===== config.mk =====
export PLATFORM = sky130hd
export DESIGN_NAME = game_sequencer_flat
export DESIGN_NICKNAME = d
export VERILOG_FILES = /design/src/rtl/game_sequencer_if.sv /design/src/rtl/game_sequencer.sv /design/src/flat_wrapper.sv
export SDC_FILE = /design/constraint.sdc
export NUM_CORES = 1
export LEC_CHECK = 0
export ABC_AREA = 1
export CAP_MARGIN = 0
export CORE_ASPECT_RATIO = 0.5
export CORE_UTILIZATION = 50
export DETAILED_ROUTE_END_ITERATION = 16
export GPL_TIMING_DRIVEN = 0
export PLACE_DENSITY = 0.84
export SYNTH_ARGS = -nofsm -noshare
export SYNTH_HDL_FRONTEND = slang
export SYNTH_SLANG_ARGS = --single-unit

===== constraint.sdc =====
create_clock -name clk -period 2.1 [get_ports clk]
set_input_delay 0.42 -clock clk [delete_from_list [all_inputs] [get_ports clk]]
set_output_delay 0.42 -clock clk [all_outputs]
set_load 0.02 [all_outputs]

===== src/rtl/game_sequencer_if.sv =====
// game_sequencer_if: switch/board inputs and move/status outputs of the move sequencer
interface game_sequencer_if;
  logic [8:0] sw;
  logic new_game;
  logic [17:0] p;
  logic p1_win;
  logic p2_win;
  logic [8:0] s_out;
  logic turn;
  logic clr;
  logic mv_valid;
  logic illegal;
  logic game_over;
  logic [1:0] winner;
  logic forfeit;
  logic [3:0] move_cnt;
  modport master (
    output sw, new_game, p, p1_win, p2_win,
    input s_out, turn, clr, mv_valid, illegal, game_over, winner, forfeit, move_cnt
  );
  modport slave (
    input sw, new_game, p, p1_win, p2_win,
    output s_out, turn, clr, mv_valid, illegal, game_over, winner, forfeit, move_cnt
  );
endinterface


===== src/rtl/game_sequencer.sv =====
// game_sequencer: tic-tac-toe move sequencer with press detection, turn control and outcome latch
module game_sequencer #(
  parameter int TIMEOUT = 0,
  parameter int TO_W = 32
) (
  input logic clk,
  input logic reset,
  game_sequencer_if.slave bus
);
  typedef enum logic [2:0] {CLEAR, WAIT, APPLY, SETTLE, CHECK, OVER} state_t;
  state_t state_q, state_d;
  logic [8:0] sw_q, rise, occ, mv_sel_q, mv_sel_d, s_out_q, s_out_d;
  logic turn_q, turn_d, forfeit_q, forfeit_d, illegal_q, illegal_d;
  logic mv_valid_q, mv_valid_d, clr_q, clr_d, game_over_q, game_over_d;
  logic [1:0] winner_q, winner_d;
  logic [3:0] move_cnt_q, move_cnt_d;
  logic [TO_W-1:0] cnt_q, cnt_d;
  logic legal, bad, tmo, mover_win, other_win;
  always_comb begin
    for (int k = 0; k < 9; k++) occ[k] = |bus.p[2*k +: 2];
    rise = bus.sw & ~sw_q;
    legal = rise != '0 && (rise & (rise - 9'd1)) == '0 && (rise & occ) == '0;
    bad = rise != '0 && !legal;
    tmo = TIMEOUT != 0 && cnt_q == TO_W'(TIMEOUT - 1);
    mover_win = turn_q ? bus.p2_win : bus.p1_win;
    other_win = turn_q ? bus.p1_win : bus.p2_win;
    state_d = state_q;
    mv_sel_d = mv_sel_q;
    turn_d = turn_q;
    winner_d = winner_q;
    forfeit_d = forfeit_q;
    move_cnt_d = move_cnt_q;
    cnt_d = cnt_q;
    illegal_d = 1'b0;
    case (state_q)
      CLEAR: state_d = WAIT;
      WAIT: begin
        if (legal) begin
          mv_sel_d = rise;
          state_d = APPLY;
        end else if (tmo) begin
          winner_d = {~turn_q, turn_q};
          forfeit_d = 1'b1;
          state_d = OVER;
        end else begin
          illegal_d = bad;
          cnt_d = (rise == '0 && TIMEOUT != 0) ? cnt_q + TO_W'(1) : cnt_q;
        end
      end
      APPLY: state_d = SETTLE;
      SETTLE: begin
        move_cnt_d = move_cnt_q == 4'd9 ? 4'd9 : move_cnt_q + 4'd1;
        state_d = CHECK;
      end
      CHECK: begin
        if (mover_win) begin
          winner_d = {turn_q, ~turn_q};
          state_d = OVER;
        end else if (other_win) begin
          winner_d = {~turn_q, turn_q};
          state_d = OVER;
        end else if (move_cnt_q == 4'd9) begin
          winner_d = 2'b00;
          state_d = OVER;
        end else begin
          turn_d = ~turn_q;
          cnt_d = '0;
          state_d = WAIT;
        end
      end
      OVER: state_d = bus.new_game ? CLEAR : OVER;
      default: state_d = CLEAR;
    endcase
    if (state_d == CLEAR) begin
      turn_d = 1'b0;
      winner_d = 2'b00;
      forfeit_d = 1'b0;
      move_cnt_d = 4'd0;
      cnt_d = '0;
    end
    s_out_d = state_d == APPLY ? mv_sel_d : '0;
    mv_valid_d = state_d == APPLY;
    clr_d = state_d == CLEAR;
    game_over_d = state_d == OVER;
  end
  always_ff @(posedge clk) begin
    sw_q <= bus.sw;
    if (reset) begin
      state_q <= CLEAR;
      mv_sel_q <= '0;
      turn_q <= 1'b0;
      winner_q <= 2'b00;
      forfeit_q <= 1'b0;
      move_cnt_q <= 4'd0;
      cnt_q <= '0;
      illegal_q <= 1'b0;
      s_out_q <= '0;
      mv_valid_q <= 1'b0;
      clr_q <= 1'b1;
      game_over_q <= 1'b0;
    end else begin
      state_q <= state_d;
      mv_sel_q <= mv_sel_d;
      turn_q <= turn_d;
      winner_q <= winner_d;
      forfeit_q <= forfeit_d;
      move_cnt_q <= move_cnt_d;
      cnt_q <= cnt_d;
      illegal_q <= illegal_d;
      s_out_q <= s_out_d;
      mv_valid_q <= mv_valid_d;
      clr_q <= clr_d;
      game_over_q <= game_over_d;
    end
  end
  assign bus.s_out = s_out_q;
  assign bus.turn = turn_q;
  assign bus.clr = clr_q;
  assign bus.mv_valid = mv_valid_q;
  assign bus.illegal = illegal_q;
  assign bus.game_over = game_over_q;
  assign bus.winner = winner_q;
  assign bus.forfeit = forfeit_q;
  assign bus.move_cnt = move_cnt_q;
endmodule


===== src/flat_wrapper.sv =====
// flat-port wrapper written by rule: the top's interface ports become plain ports
module game_sequencer_flat 
#(
  parameter int TIMEOUT = 0,
  parameter int TO_W = 32
)
  (clk, reset, bus_sw, bus_new_game, bus_p, bus_p1_win, bus_p2_win, bus_s_out, bus_turn, bus_clr, bus_mv_valid, bus_illegal, bus_game_over, bus_winner, bus_forfeit, bus_move_cnt);
  game_sequencer_if bus_i ();
  input logic clk;
  input logic reset;
  input wire logic [$bits(bus_i.sw)-1:0] bus_sw;
  input wire logic [$bits(bus_i.new_game)-1:0] bus_new_game;
  input wire logic [$bits(bus_i.p)-1:0] bus_p;
  input wire logic [$bits(bus_i.p1_win)-1:0] bus_p1_win;
  input wire logic [$bits(bus_i.p2_win)-1:0] bus_p2_win;
  output wire logic [$bits(bus_i.s_out)-1:0] bus_s_out;
  output wire logic [$bits(bus_i.turn)-1:0] bus_turn;
  output wire logic [$bits(bus_i.clr)-1:0] bus_clr;
  output wire logic [$bits(bus_i.mv_valid)-1:0] bus_mv_valid;
  output wire logic [$bits(bus_i.illegal)-1:0] bus_illegal;
  output wire logic [$bits(bus_i.game_over)-1:0] bus_game_over;
  output wire logic [$bits(bus_i.winner)-1:0] bus_winner;
  output wire logic [$bits(bus_i.forfeit)-1:0] bus_forfeit;
  output wire logic [$bits(bus_i.move_cnt)-1:0] bus_move_cnt;
  assign bus_i.sw = bus_sw;
  assign bus_i.new_game = bus_new_game;
  assign bus_i.p = bus_p;
  assign bus_i.p1_win = bus_p1_win;
  assign bus_i.p2_win = bus_p2_win;
  assign bus_s_out = bus_i.s_out;
  assign bus_turn = bus_i.turn;
  assign bus_clr = bus_i.clr;
  assign bus_mv_valid = bus_i.mv_valid;
  assign bus_illegal = bus_i.illegal;
  assign bus_game_over = bus_i.game_over;
  assign bus_winner = bus_i.winner;
  assign bus_forfeit = bus_i.forfeit;
  assign bus_move_cnt = bus_i.move_cnt;
  game_sequencer #(.TIMEOUT(TIMEOUT), .TO_W(TO_W)) u_core (.clk(clk), .reset(reset), .bus(bus_i));
endmodule

==> run_results.csv, run 1 <==
group,metric,value,unit
status,status,"finished clean",
yosys,netlist.area_leader.share,46.10,%
placed_design,dp_hpwl,2776,µm
critical_path,max_stage_delay,510,ps
sta,finalMaxSlewViolations,0,
yosys,synth_edf_count,0,
critical_path,slowest_stage,"clkdlybuf4s50_1",
final_layout,final_cells,337,
critical_path,crit_type,"in2reg",
critical_path,critPathTopFamily,"buffers and inverters",
placed_design,gp_congestion,0.7783,
yosys,yosys.area.top_type,"dfxtp_1",
power,clock_power_share,39.1,%
critical_path,cpMostUsedCell,"nor2_1",
clock_tree,cts_tree,"yes",
clock_tree,cts_setup_buffers,0,
critical_path,path_cells,"clkdlybuf4s50_1 -> inv_1 -> nor2_1 -> o21ai_0 -> nand3_1 -> nor2_1 -> nand2_1 -> nor2_4 -> nand3_4 -> inv_6 -> buf_12 -> o21ai_2 -> nor2_1",
die,rows,14,
yosys,synthCells,230,
global_routing,first_global_vias,1520,
final_layout,num_antenna_cells,0,
clock_tree,htree_levels,2,
clock_tree,clockRootBuffer,"clkbuf_8",
placed_design,io_buffers,51,
clock_tree,clkLatencyLatePin,300,ps
global_routing,antenna_found_initial,0,
yosys,synth_area_leaders,"dfxtp_1 (46%), nor2_1 (9.1%), nand2_1 (8.9%)",
die,start_util,55.85,%
power,p_int,1.252,mW
sta,finalCriticalPeriod,1885,ps
yosys,synth.avg_cell_area,7.741,µm²
detailed_routing,via_per_inst,4.564,
clock_tree,clk_pin_slew_worst_paths,90,ps
sta,period_share,89.76,%
detailed_routing,drt_pass1_iterations,6,
critical_path,cp-start-kind,"input port",
global_routing,grt_usage,22.00,%
power,power_density,671.0,mW/mm²
global_routing,grt_max_degree,14,
sta,finClkSkew,8.980,ps
yosys,synth_cell_types,30,
yosys,yosys_warnings,0,
sta,setup_viol,0,
die,io_pins,53,
global_routing,overflow,0,
sta,rsz0062_at_grt,"false",
flow_run,maxCapViolations,0,
placed_design,post-place-cells,329,
power,p_seq_share,48.6,%
clock_tree,cts_made_buffers,5,
critical_path,cp.arrival,2060,ps
yosys,syn_area,0.001780,mm²
power,peakVddDrop,0.4021,mV
detailed_routing,drc,0,
hold_path,hold_path_class,"reg2reg",
sta,fmax,0.5305,GHz
power,swShare,24.21,%
critical_path,critical_path.endpoint_type,"register",
power,p_switching,0.4001,mW
detailed_routing,first_iter_violations,41,
final_layout,drive_gt1_share,15.92,%
final_layout,design_area,0.002462,mm²
yosys,synth_seq_cells,41,
critical_path,crit_fanout,10,
yosys,synthArstFlopShare,0,%
clock_tree,cts_sinks,41,
critical_path,cp_num_buf_inv,4,
yosys,synth-seq-area-share,46.10,%
clock_tree,clockBufferDepth,2,
detailed_routing,routedWlPerCell,11.22,µm
detailed_routing,drt-total-wl,3780,µm
final_layout,area_growth,38.30,%
clock_tree,hold_buffers,0,
die,die_w,86.39,µm
placed_design,postPlaceCellArea,0.002351,mm²
clock_tree,ctsResizeCount,0,
die,design.core.area,0.003188,mm²
critical_path,required,2280,ps
sta,timing.hold.ws,467.1,ps
die,dieArea,0.003818,mm²
global_routing,grt_pass1_wl,6361,µm
die,die_height,44.20,µm
detailed_routing,drtAntennaViolNets,0,
yosys,synth_nets,262,
power,power.leakage,1.078,nW
detailed_routing,routed-via-count,1538,
final_layout,nets,320,
power,comb_power_share,12.3,%
yosys,synth_flop_cell,"dfxtp_1",
sta,finalHoldViolCount,0,
## registers in the layout, summed over array words and instances (netlist names), 2 cells and up
| register | flops |
|---|---|
| u_core.bus.s_out | 9 |
| u_core.bus.winner | 2 |
| u_core.state_q | 3 |
| u_core.sw_q | 9 |
| u_core.bus.move_cnt | 4 |
| u_core.mv_sel_q | 9 |
## worst min-delay path, delay by kind of cell, from the launching register on
family          cells  cell delay, ps
simple gates        1              60
compound gates      1              50
flops               1             320
## metal layers
metal  GRT usage, %  part of all wire, %
met1          26.25                   48
met2          38.57                   44
met3          5.597                  5.8
met4          10.00                  1.8
met5              0                    0
## power by group through the flow
stage	registers [mW]	logic [mW]	clock network, mW
floorplan	0.824	0.108	0
global placement	0.821	0.196	0
detailed placement	0.821	0.200	0
CTS	0.803	0.203	0.656
global route	0.805	0.223	0.685
finish	0.803	0.203	0.646
## through the flow
step                      power (mW)  utilization [%]  setup WS, ps  TNS [ps]
after floorplan               0.9319                -         546.0         0
after global placement         1.016            73.74        -48.43    -744.8
after detailed placement       1.022            73.74        -102.6     -1666
after CTS                      1.662            77.24         200.7         0
after global routing           1.714            77.24         46.91         0
final                          1.652            77.24         215.0         0
## cells in the final DEF, fill, tap and decap left out, drive strengths merged
master / n
a21oi: 11
a31oi: 1
buf: 2
bufinv: 1
clkbuf: 7
clkdlybuf4s50: 51
clkinv: 1
conb: 1
dfxtp: 41
inv: 36
nand2: 54
nand3: 12
nor2: 47
nor3: 4
nor3b: 1
o21ai: 14
or2: 3
xor2: 2
## final timing paths
kind,start,end,slack (ps),cells after the start
max reg2reg,u_core.sw_q[4]$_DFF_P_,u_core.bus.s_out[4]$_SDFF_PP0_,460,12
max,bus_sw[5],u_core.mv_sel_q[8]$_SDFF_PP0_,210,13
min reg2reg,u_core.bus.winner[1]$_SDFFE_PP0P_,u_core.bus.winner[1]$_SDFFE_PP0P_,470,2
min,u_core.bus.winner[1]$_SDFFE_PP0P_,u_core.bus.winner[1]$_SDFFE_PP0P_,470,2
## cell usage after synthesis, types with 2 or more instances
master / instances
nor2_1: 43
nand2_1: 42
dfxtp_1: 41
inv_1: 30
nand3_1: 10
o21ai_2: 10
a21oi_1: 9
nand2_2: 7
inv_2: 5
nand2_4: 5
nor3_1: 4
nor2_4: 3
o21ai_0: 3
xor2_1: 2
## cell families (layout without fill, tap and decap cells)
kind of cell | Yosys count | after routing | synth area share [%]
AOI/OAI and AO/OA | 26 | 26 | 10.33
xor gates and xnor gates | 2 | 2 | 0.9840
DFF | 41 | 41 | 46.10
other | 1 | 1 | 0.2106
buffers and inverters | 39 | 98 | 9.628
and+or+nand+nor | 121 | 121 | 32.75
## layout make-up
type | instances | area (µm²)
Sequential cell | 41 | 820.8
Multi-Input combinational cell | 150 | 788.3
Fill cell | 227 | 725.7
Timing Repair Buffer | 51 | 510.5
Inverter | 36 | 140.1
Clock buffer | 6 | 72.57
Tap cell | 48 | 60.06
Clock inverter | 2 | 38.79
Buffer | 3 | 31.28
No activity file was read; power rests on OpenSTA's default activity.
==> inputs of run 2 (changes only) <==
GPL_ROUTABILITY_DRIVEN = 0   (was not set)
SLEW_MARGIN = 0   (was not set)
==> results of run 2 <==
Same layout as run 1: the final DEF is identical, and so are final timing and power.
